File: src/rtl/cache_mem_arbiter_pkg.sv
// Shared arbiter types: FSM state encoding and grant identifiers.
package aquila_arb_pkg;

    typedef enum logic [1:0] {
        IDLE  = 2'd0,
        ISSUE = 2'd1,
        WAIT  = 2'd2,
        DONE  = 2'd3
    } arb_state_t;

    localparam logic GRANT_I = 1'b0;
    localparam logic GRANT_D = 1'b1;

endpackage

File: src/rtl/cache_mem_arbiter_if.sv
// I-cache, D-cache and memory-master signal bundle for the shared line port.
// slave = arbiter view, master = environment view.
interface cache_mem_arbiter_if #(
    parameter int ADDR_WIDTH      = 32,
    parameter int CACHE_LINE_SIZE = 256
);
    logic                       i_strobe_i;
    logic [ADDR_WIDTH-1:0]      i_addr_i;
    logic                       i_done_o;
    logic [CACHE_LINE_SIZE-1:0] i_data_o;

    logic                       d_strobe_i;
    logic [ADDR_WIDTH-1:0]      d_addr_i;
    logic                       d_rw_i;
    logic [CACHE_LINE_SIZE-1:0] d_data_i;
    logic                       d_done_o;
    logic [CACHE_LINE_SIZE-1:0] d_data_o;

    logic                       m_strobe_o;
    logic [ADDR_WIDTH-1:0]      m_addr_o;
    logic                       m_rw_o;
    logic [CACHE_LINE_SIZE-1:0] m_data_o;
    logic                       m_done_i;
    logic [CACHE_LINE_SIZE-1:0] m_data_i;

    modport slave (
        input  i_strobe_i, i_addr_i, d_strobe_i, d_addr_i, d_rw_i, d_data_i,
               m_done_i, m_data_i,
        output i_done_o, i_data_o, d_done_o, d_data_o,
               m_strobe_o, m_addr_o, m_rw_o, m_data_o
    );

    modport master (
        output i_strobe_i, i_addr_i, d_strobe_i, d_addr_i, d_rw_i, d_data_i,
               m_done_i, m_data_i,
        input  i_done_o, i_data_o, d_done_o, d_data_o,
               m_strobe_o, m_addr_o, m_rw_o, m_data_o
    );
endinterface

File: src/rtl/cache_mem_arbiter.sv
// Shares one line-wide memory master between I-cache and D-cache refill ports.
// ARB_ROUND_ROBIN_EN selects round-robin instead of fixed D-over-I priority.
module cache_mem_arbiter
    import aquila_arb_pkg::*;
#(
    parameter int ADDR_WIDTH      = 32,
    parameter int CACHE_LINE_SIZE = 256
) (
    input  logic               clk_i,
    input  logic               rst_i,
    cache_mem_arbiter_if.slave bus
);

    arb_state_t                 state_q;
    logic                       win_q;
    logic                       pend_i_q, pend_i_d, pend_d_q, pend_d_d;
    logic [ADDR_WIDTH-1:0]      i_addr_q, d_addr_q;
    logic                       d_rw_q;
    logic [CACHE_LINE_SIZE-1:0] d_wdata_q;

    logic                       m_strobe_q, m_rw_q, i_done_q, d_done_q;
    logic [ADDR_WIDTH-1:0]      m_addr_q;
    logic [CACHE_LINE_SIZE-1:0] m_data_q, i_rdata_q, d_rdata_q;

    logic                       busy, acc_i, acc_d, req_i, req_d, grant, win_d;
    logic [ADDR_WIDTH-1:0]      eff_i_addr, eff_d_addr;
    logic                       eff_d_rw;
    logic [CACHE_LINE_SIZE-1:0] eff_d_data;

`ifdef ARB_ROUND_ROBIN_EN
    // win_q doubles as the last-winner pointer; the other port wins a tie.
    function automatic logic pick(input logic ri, input logic rd, input logic last);
        if (ri && rd) return (last == GRANT_D) ? GRANT_I : GRANT_D;
        return rd ? GRANT_D : GRANT_I;
    endfunction
    assign win_d = pick(req_i, req_d, win_q);
`else
    function automatic logic pick(input logic rd);
        return rd ? GRANT_D : GRANT_I;
    endfunction
    assign win_d = pick(req_d);
`endif

    // A port being issued/awaited cannot take a new request; DONE can.
    assign busy  = (state_q == ISSUE) || (state_q == WAIT);
    assign acc_i = bus.i_strobe_i && !pend_i_q && !(busy && win_q == GRANT_I);
    assign acc_d = bus.d_strobe_i && !pend_d_q && !(busy && win_q == GRANT_D);
    assign req_i = pend_i_q || acc_i;
    assign req_d = pend_d_q || acc_d;
    assign grant = (state_q == IDLE) && (req_i || req_d);

    assign eff_i_addr = pend_i_q ? i_addr_q  : bus.i_addr_i;
    assign eff_d_addr = pend_d_q ? d_addr_q  : bus.d_addr_i;
    assign eff_d_rw   = pend_d_q ? d_rw_q    : bus.d_rw_i;
    assign eff_d_data = pend_d_q ? d_wdata_q : bus.d_data_i;

    assign pend_i_d = req_i && !(grant && win_d == GRANT_I);
    assign pend_d_d = req_d && !(grant && win_d == GRANT_D);

    always_ff @(posedge clk_i) begin
        if (rst_i) begin
            pend_i_q  <= 1'b0;
            pend_d_q  <= 1'b0;
            i_addr_q  <= '0;
            d_addr_q  <= '0;
            d_rw_q    <= 1'b0;
            d_wdata_q <= '0;
        end else begin
            pend_i_q <= pend_i_d;
            pend_d_q <= pend_d_d;
            if (acc_i) i_addr_q <= bus.i_addr_i;
            if (acc_d) begin
                d_addr_q  <= bus.d_addr_i;
                d_rw_q    <= bus.d_rw_i;
                d_wdata_q <= bus.d_data_i;
            end
        end
    end

    always_ff @(posedge clk_i) begin
        if (rst_i) begin
            state_q    <= IDLE;
            win_q      <= GRANT_D;
            m_strobe_q <= 1'b0;
            m_addr_q   <= '0;
            m_rw_q     <= 1'b0;
            m_data_q   <= '0;
            i_done_q   <= 1'b0;
            d_done_q   <= 1'b0;
            i_rdata_q  <= '0;
            d_rdata_q  <= '0;
        end else begin
            m_strobe_q <= 1'b0;
            i_done_q   <= 1'b0;
            d_done_q   <= 1'b0;
            case (state_q)
                IDLE: if (grant) begin
                    win_q      <= win_d;
                    m_strobe_q <= 1'b1;
                    m_addr_q   <= (win_d == GRANT_D) ? eff_d_addr : eff_i_addr;
                    m_rw_q     <= (win_d == GRANT_D) ? eff_d_rw : 1'b0;
                    m_data_q   <= (win_d == GRANT_D) ? eff_d_data : '0;
                    state_q    <= ISSUE;
                end
                ISSUE: state_q <= WAIT;
                WAIT: if (bus.m_done_i) begin
                    if (!m_rw_q) begin
                        if (win_q == GRANT_D) d_rdata_q <= bus.m_data_i;
                        else                  i_rdata_q <= bus.m_data_i;
                    end
                    if (win_q == GRANT_D) d_done_q <= 1'b1;
                    else                  i_done_q <= 1'b1;
                    state_q <= DONE;
                end
                DONE:    state_q <= IDLE;
                default: state_q <= IDLE;
            endcase
        end
    end

    assign bus.m_strobe_o = m_strobe_q;
    assign bus.m_addr_o   = m_addr_q;
    assign bus.m_rw_o     = m_rw_q;
    assign bus.m_data_o   = m_data_q;
    assign bus.i_done_o   = i_done_q;
    assign bus.i_data_o   = i_rdata_q;
    assign bus.d_done_o   = d_done_q;
    assign bus.d_data_o   = d_rdata_q;

endmodule

File: src/flat_wrapper.sv
// flat-port wrapper written by rule: the top's interface ports become plain ports
module cache_mem_arbiter_flat import aquila_arb_pkg::*;
#(
    parameter int ADDR_WIDTH      = 32,
    parameter int CACHE_LINE_SIZE = 256
)
  (clk_i, rst_i, bus_i_strobe_i, bus_i_addr_i, bus_d_strobe_i, bus_d_addr_i, bus_d_rw_i, bus_d_data_i, bus_m_done_i, bus_m_data_i, bus_i_done_o, bus_i_data_o, bus_d_done_o, bus_d_data_o, bus_m_strobe_o, bus_m_addr_o, bus_m_rw_o, bus_m_data_o);
  cache_mem_arbiter_if #(.ADDR_WIDTH(ADDR_WIDTH), .CACHE_LINE_SIZE(CACHE_LINE_SIZE)) bus_i ();
  input  logic clk_i;
  input  logic rst_i;
  input wire logic [$bits(bus_i.i_strobe_i)-1:0] bus_i_strobe_i;
  input wire logic [$bits(bus_i.i_addr_i)-1:0] bus_i_addr_i;
  input wire logic [$bits(bus_i.d_strobe_i)-1:0] bus_d_strobe_i;
  input wire logic [$bits(bus_i.d_addr_i)-1:0] bus_d_addr_i;
  input wire logic [$bits(bus_i.d_rw_i)-1:0] bus_d_rw_i;
  input wire logic [$bits(bus_i.d_data_i)-1:0] bus_d_data_i;
  input wire logic [$bits(bus_i.m_done_i)-1:0] bus_m_done_i;
  input wire logic [$bits(bus_i.m_data_i)-1:0] bus_m_data_i;
  output wire logic [$bits(bus_i.i_done_o)-1:0] bus_i_done_o;
  output wire logic [$bits(bus_i.i_data_o)-1:0] bus_i_data_o;
  output wire logic [$bits(bus_i.d_done_o)-1:0] bus_d_done_o;
  output wire logic [$bits(bus_i.d_data_o)-1:0] bus_d_data_o;
  output wire logic [$bits(bus_i.m_strobe_o)-1:0] bus_m_strobe_o;
  output wire logic [$bits(bus_i.m_addr_o)-1:0] bus_m_addr_o;
  output wire logic [$bits(bus_i.m_rw_o)-1:0] bus_m_rw_o;
  output wire logic [$bits(bus_i.m_data_o)-1:0] bus_m_data_o;
  assign bus_i.i_strobe_i = bus_i_strobe_i;
  assign bus_i.i_addr_i = bus_i_addr_i;
  assign bus_i.d_strobe_i = bus_d_strobe_i;
  assign bus_i.d_addr_i = bus_d_addr_i;
  assign bus_i.d_rw_i = bus_d_rw_i;
  assign bus_i.d_data_i = bus_d_data_i;
  assign bus_i.m_done_i = bus_m_done_i;
  assign bus_i.m_data_i = bus_m_data_i;
  assign bus_i_done_o = bus_i.i_done_o;
  assign bus_i_data_o = bus_i.i_data_o;
  assign bus_d_done_o = bus_i.d_done_o;
  assign bus_d_data_o = bus_i.d_data_o;
  assign bus_m_strobe_o = bus_i.m_strobe_o;
  assign bus_m_addr_o = bus_i.m_addr_o;
  assign bus_m_rw_o = bus_i.m_rw_o;
  assign bus_m_data_o = bus_i.m_data_o;
  cache_mem_arbiter #(.ADDR_WIDTH(ADDR_WIDTH), .CACHE_LINE_SIZE(CACHE_LINE_SIZE)) u_core (.clk_i(clk_i), .rst_i(rst_i), .bus(bus_i));
endmodule
File: config.mk
export PLATFORM = sky130hd
export DESIGN_NAME = cache_mem_arbiter_flat
export DESIGN_NICKNAME = d
export VERILOG_FILES = /design/src/rtl/cache_mem_arbiter_pkg.sv /design/src/rtl/cache_mem_arbiter_if.sv /design/src/rtl/cache_mem_arbiter.sv /design/src/flat_wrapper.sv
export SDC_FILE = /design/constraint.sdc
export NUM_CORES = 2
export LEC_CHECK = 0
export BUFFER_PORTS_ARGS = -buffer_cell sky130_fd_sc_hd__buf_4
export CAP_MARGIN = 10
export CORE_AREA = 2 2 532 534
export CTS_BUF_LIST = sky130_fd_sc_hd__clkbuf_4 sky130_fd_sc_hd__clkbuf_8 sky130_fd_sc_hd__clkbuf_16
export CTS_CLUSTER_SIZE = 20
export DETAILED_ROUTE_END_ITERATION = 7
export DIE_AREA = 0 0 534 536
export MAX_ROUTING_LAYER = met4
export PLACE_DENSITY = 0.42
export SYNTH_ARGS = -nofsm -noshare
export SYNTH_HDL_FRONTEND = slang
export SYNTH_SLANG_ARGS = --single-unit
export TNS_END_PERCENT = 5
File: constraint.sdc
create_clock -name clk_i -period 1.9 [get_ports clk_i]
set_input_delay 0.095 -clock clk_i [delete_from_list [all_inputs] [get_ports clk_i]]
set_output_delay 0.095 -clock clk_i [all_outputs]
set_load 0.01 [all_outputs]
Word-level counts from Yosys, hierarchy flattened
Cells that the tools add are included.
{"block": "classes", "n_eq_ne": 5, "muxes": 14, "bitwise_logic": 6, "reduce_logical": 28}
{"op": "256-bit two-way mux", "count": 2}
{"op": "32-bit two-way mux", "count": 3}
{"op": "1-bit logical AND", "count": 11}
{"op": "2-bit one-hot mux with 4 select lines", "count": 1}
{"op": "4-bit AND reduction", "count": 2}
{"op": "1-bit logical NOT", "count": 6}
{"op": "1-bit two-way mux", "count": 6}
{"op": "1-bit inverter", "count": 6}
{"op": "2-bit == test (second input constant)", "count": 2}
{"op": "1-bit logical OR", "count": 4}
{"op": "2-bit two-way mux", "count": 2}
{"op": "2-bit AND reduction", "count": 2}
{"op": "3-bit OR reduction", "count": 1}
{"op": "2-bit by 1-bit == test with 1-bit output (second input constant)", "count": 1}
{"op": "2-bit logical NOT", "count": 1}
{"op": "2-bit by 1-bit != test with 1-bit output (second input constant)", "count": 1}
{"op": "2-bit != test (second input constant)", "count": 1}
{"op": "2-bit OR reduction", "count": 1}
{"block": "word_totals", "register_bits": 1130, "input_bits": 582, "elab_cells": 69}

Logic depth before layout (Yosys ltp)
{"block": "depth", "ltp_word": 11, "mapped_depth": 9}

Worst setup path after synthesis
Ideal clock, no wire load.
{"block": "synth_timing", "path_type": "register to register", "from": "register u_core.state_q[0]", "to": "register u_core.m_data_q[90], in the netlist u_core.bus.m_data_o[90]", "t_arrival_ns": 1.789, "t_required_ns": 1.811, "path_slack_ns": 0.022, "stages_incl_launch_ff": 9, "period_less_slack_ns": 1.878, "path_cell_list": "dfxtp_1 > inv_1 > ha_1 > a21boi_1 > nor2b_1 > buf_2 > clkbuf_1 > nand2_1 > a311oi_2"}
{"block": "synth_via", "elab_chain_cells": 9, "word_cells_on_any_way": 17, "classes_between": "eq/ne (2); mux (2); reduce/logical (13)"}
{"item": "start, declared", "line": "cache_mem_arbiter.sv:14", "text": "arb_state_t state_q;"}
{"item": "start signal, assigned", "line": "cache_mem_arbiter.sv:82", "text": "state_q <= IDLE;"}
{"item": "start signal, assigned", "line": "cache_mem_arbiter.sv:103", "text": "state_q <= ISSUE;"}
{"item": "start signal, assigned", "line": "cache_mem_arbiter.sv:105", "text": "ISSUE: state_q <= WAIT;"}
{"item": "2-bit by 1-bit == test with 1-bit output / 2-bit == test (equally long branches)", "line": "cache_mem_arbiter.sv:45", "text": "assign busy = (state_q == ISSUE) || (state_q == WAIT);"}
{"item": "1-bit logical OR", "line": "cache_mem_arbiter.sv:45"}
{"item": "1-bit logical AND (on tied branches)", "line": "cache_mem_arbiter.sv:46, cache_mem_arbiter.sv:47"}
{"item": "1-bit logical NOT (on tied branches)", "line": "cache_mem_arbiter.sv:46, cache_mem_arbiter.sv:47"}
{"item": "1-bit logical AND (on tied branches)", "line": "cache_mem_arbiter.sv:46, cache_mem_arbiter.sv:47"}
{"item": "1-bit logical OR (on tied branches)", "line": "cache_mem_arbiter.sv:48, cache_mem_arbiter.sv:49"}
{"item": "1-bit logical OR", "line": "cache_mem_arbiter.sv:50", "text": "assign grant = (state_q == IDLE) && (req_i || req_d);"}
{"item": "1-bit logical AND", "line": "cache_mem_arbiter.sv:50"}
{"item": "2-bit AND reduction (no line)"}
{"item": "end signal, assigned", "line": "cache_mem_arbiter.sv:102", "text": "m_data_q <= (win_d == GRANT_D) ? eff_d_data : '0;"}
{"item": "end, declared", "line": "cache_mem_arbiter.sv:23", "text": "logic [CACHE_LINE_SIZE-1:0] m_data_q, i_rdata_q, d_rdata_q;"}
Parallel ways exist; a longest one is shown, timed or not.
A chain may end at the register's enable or synchronous reset.

Worst setup path in the final report
{"block": "layout_timing", "from": "register u_core.state_q[0]", "to": "register u_core.m_data_q[70], in the netlist u_core.bus.m_data_o[70]"}
Same word-level chain as after synthesis.

==> impl_metrics.env <==
export IMPL_status="complete, but fails checks"
export IMPL_violations="negative setup slack"
export IMPL_slowest_delay_ps=340
export IMPL_rows=195
export IMPL_yosys_warnings=0
export IMPL_finish_net_count=7642
export IMPL_setup_viol=500
export IMPL_post_route_util_pct=25.67
export IMPL_syn_num_nets=5565
export IMPL_cp_arrival_ps=2800
export IMPL_htree_levels=4
export IMPL_synthCells=4981
export IMPL_synthFlopType="dfxtp_1"
export IMPL_met3_usage_pct=5.158
export IMPL_placed_area_mm2=0.05809
export IMPL_start_util_pct=14.93
export IMPL_drtAntennaViolNets=0
export IMPL_required_ps=2590
export IMPL_finalWirelength_mm=256.4
export IMPL_cts_root_buffer="clkbuf_16"
export IMPL_synth_seq_cells=1130
export IMPL_cts_buffers=146
export IMPL_fin_ws_ps=-209.2
export IMPL_drive_gt1_share_pct=34.73
export IMPL_rsz0062_at_grt="true"
export IMPL_avgSynthCellArea_um2=8.418
export IMPL_grt_pass1_vias=44070
export IMPL_syn_area_mm2=0.04193
export IMPL_dp_hpwl_mm=191.4
export IMPL_grt_antenna_before_repair=103
export IMPL_synth_cell_types=33
export IMPL_fillers=30370
export IMPL_cp_start_kind="register"
export IMPL_critPathMaxFanout=22
export IMPL_crit_type="reg2reg"
export IMPL_die_y_um=536
export IMPL_hold_worst_slack_ps=114.3
export IMPL_top_level_ports=1386
export IMPL_synth_top_cell_area_share_pct=53.95
export IMPL_power_density_mw_per_mm2=1430
export IMPL_max_slew_margin_rel_pct=62.99
export IMPL_ir_drop_mv=0.6106
export IMPL_layout_commonest_cell="nand2_1"
export IMPL_synth_edf_count=0
export IMPL_period_minus_slack_ps=2109
export IMPL_yosysTopAreaCell="dfxtp_1"
export IMPL_grt_max_degree=93
export IMPL_synth_seq_area_share_pct=53.95
export IMPL_clock_sinks=1130
export IMPL_drv_cap=0
export IMPL_timing_final_crit_share_pct=111.0
export IMPL_endpoint_kind="register"
export IMPL_cts_tree="built"
export IMPL_overflow=0
export IMPL_wl_per_cell_um=23.39
export IMPL_hp_class="in2reg"
export IMPL_gr_usage_met1_pct=18.51
export IMPL_area_growth_syn_to_layout_pct=71.91
export IMPL_tns_ps=-40050
export IMPL_fin_skew_ps=63.54
export IMPL_top_usage_layer="met2"
export IMPL_io_buffers=1385
export IMPL_slew_viol_final=0
export IMPL_first_iter_violations=2654
export IMPL_grt_pass1_wl_mm=344.0
export IMPL_synth_async_reset_ratio_pct=0
export IMPL_vias=44560
export IMPL_dr_pass1_iters=6
export IMPL_path_cells="inv_2 -> buf_6 -> ha_4 -> buf_6 -> a31oi_4 -> buf_12 -> buf_16 -> clkbuf_16 -> nor2_1 -> a311oi_2"
export IMPL_grt_met2_usage_pct=29.95
export IMPL_drc=0
export IMPL_grt_usage_pct=17.20
export IMPL_final_cell_mix="1847 x nand2_1, 1559 x buf_4, 1126 x dfxtp_1"
export IMPL_tightest_slew_ps=555.1
export IMPL_insertion_delay_ps=810
export IMPL_place_gp_congestion=0.9151
export IMPL_hold_viol=0
export IMPL_max_freq_mhz=474.1
export IMPL_clk_pin_slew_worst_paths_ps=60
export IMPL_fin_area_mm2=0.07208
export IMPL_core_mm2=0.2808
export IMPL_power_leakage_uw=0.02784
export IMPL_dieArea_mm2=0.2862
export IMPL_clk_path_buf_depth=4
export IMPL_routed_via_density=4.066
export IMPL_die_w_um=534
export IMPL_crit_path_top_delay_cell="dfxtp_2"
export IMPL_p_total_uw=103100
export IMPL_synth_area_leaders="dfxtp_1 54%, nand2_1 17%, a21oi_1 9.9%, a311oi_2 8.4%, nor2_1 2.7%"
export IMPL_path_common_cell="buf_6"
## synthesized netlist by cell type, types with 2 or more instances
| master | number |
|---|---|
| a211oi_1 | 2 |
| a21oi_1 | 833 |
| a222oi_1 | 2 |
| a22oi_1 | 31 |
| a311oi_1 | 54 |
| a311oi_2 | 234 |
| buf_1 | 5 |
| buf_2 | 97 |
| buf_4 | 17 |
| buf_6 | 30 |
| clkbuf_1 | 265 |
| dfxtp_1 | 1130 |
| ha_1 | 2 |
| inv_1 | 4 |
| mux2_2 | 32 |
| mux2i_1 | 2 |
| nand2_1 | 1924 |
| nand2b_1 | 2 |
| nor2_1 | 297 |
| nor3_1 | 4 |
| nor3b_1 | 2 |
## metrics by stage
stage               setup slack (ps)  cells
CTS                           -206.7  10880
floorplan                      22.05   4981
global route                  -269.1  10960
detailed placement            -297.1   9967
global placement              -321.2   9967
finish                        -209.2  10960
## report_power, final
group	total (uW)	internal [uW]	switching, uW
Sequential	32500	29000	3560
Combinational	41400	19000	22500
Clock	29100	17300	11800
## layer usage
layer | vias to the layer above | wire [um]
met4 | 0 | 9212
li1 | 20900 | -
met3 | 425 | 20400
met2 | 1692 | 129200
met1 | 21540 | 97580
met5 | - | 0
## sequential cells by signal, summed over array words and instances, names as in the netlist, 2 cells and up
signal,count
u_core.bus.d_data_o,256
u_core.bus.m_data_o,256
u_core.i_addr_q,32
u_core.d_wdata_q,256
u_core.bus.m_addr_o,32
u_core.d_addr_q,32
u_core.bus.i_data_o,256
u_core.state_q,2
## final cells by class
cell class	instances	area, um2	share of cell area [%]
Inverter	4	15.01	0.02083
Antenna cell	52	130.1	0.1805
Clock buffer	213	4374	6.069
Multi-Input combinational cell	3433	18060	25.06
Timing Repair Buffer	2343	21580	29.94
Tap cell	3743	4683	6.498
Sequential cell	1130	22630	31.40
Clock inverter	43	603.1	0.8367
## cells by family after synthesis
| kind of cell | Yosys count | share of synthesized area [%] |
|---|---|---|
| simple gates | 2236 | 20.14 |
| compound gates | 1161 | 20.22 |
| flops | 1130 | 53.95 |
| buf+inv | 418 | 4.721 |
| mux | 34 | 0.9072 |
| fa+ha+maj | 2 | 0.05967 |
## timing repair
| item | 4_1_cts | 5_1_grt |
|---|---|---|
| setup endpoints to repair | 1040 | 1085 |
| cloned | 27 | 21 |
| gates resized for setup | 189 | 168 |
| setup buffers | 43 | 15 |
| endpoints found under the hold margin | 1130 | 0 |
| hold buffers | 583 | 0 |
| pin swaps | 46 | 70 |
## critical path: cells and delay by family, from the launching register on
family / cells / cell delay (ps)
simple gates: 1 / 70
compound gates: 2 / 410
buf+inv: 6 / 900
flops: 1 / 340
fa+ha+maj: 1 / 220
## final timing paths
check                                          from                       to  slack (ps)  cells past startpoint
worst max-delay path              u_core.state_q[0]  u_core.bus.m_data_o[70]        -210                     10
worst min-delay path               bus_i_addr_i[25]      u_core.i_addr_q[25]         110                      4
worst max register to register    u_core.state_q[0]  u_core.bus.m_data_o[70]        -210                     10
worst min register to register  u_core.i_addr_q[28]      u_core.i_addr_q[28]         450                      2
(Power assumes the default switching activity.)
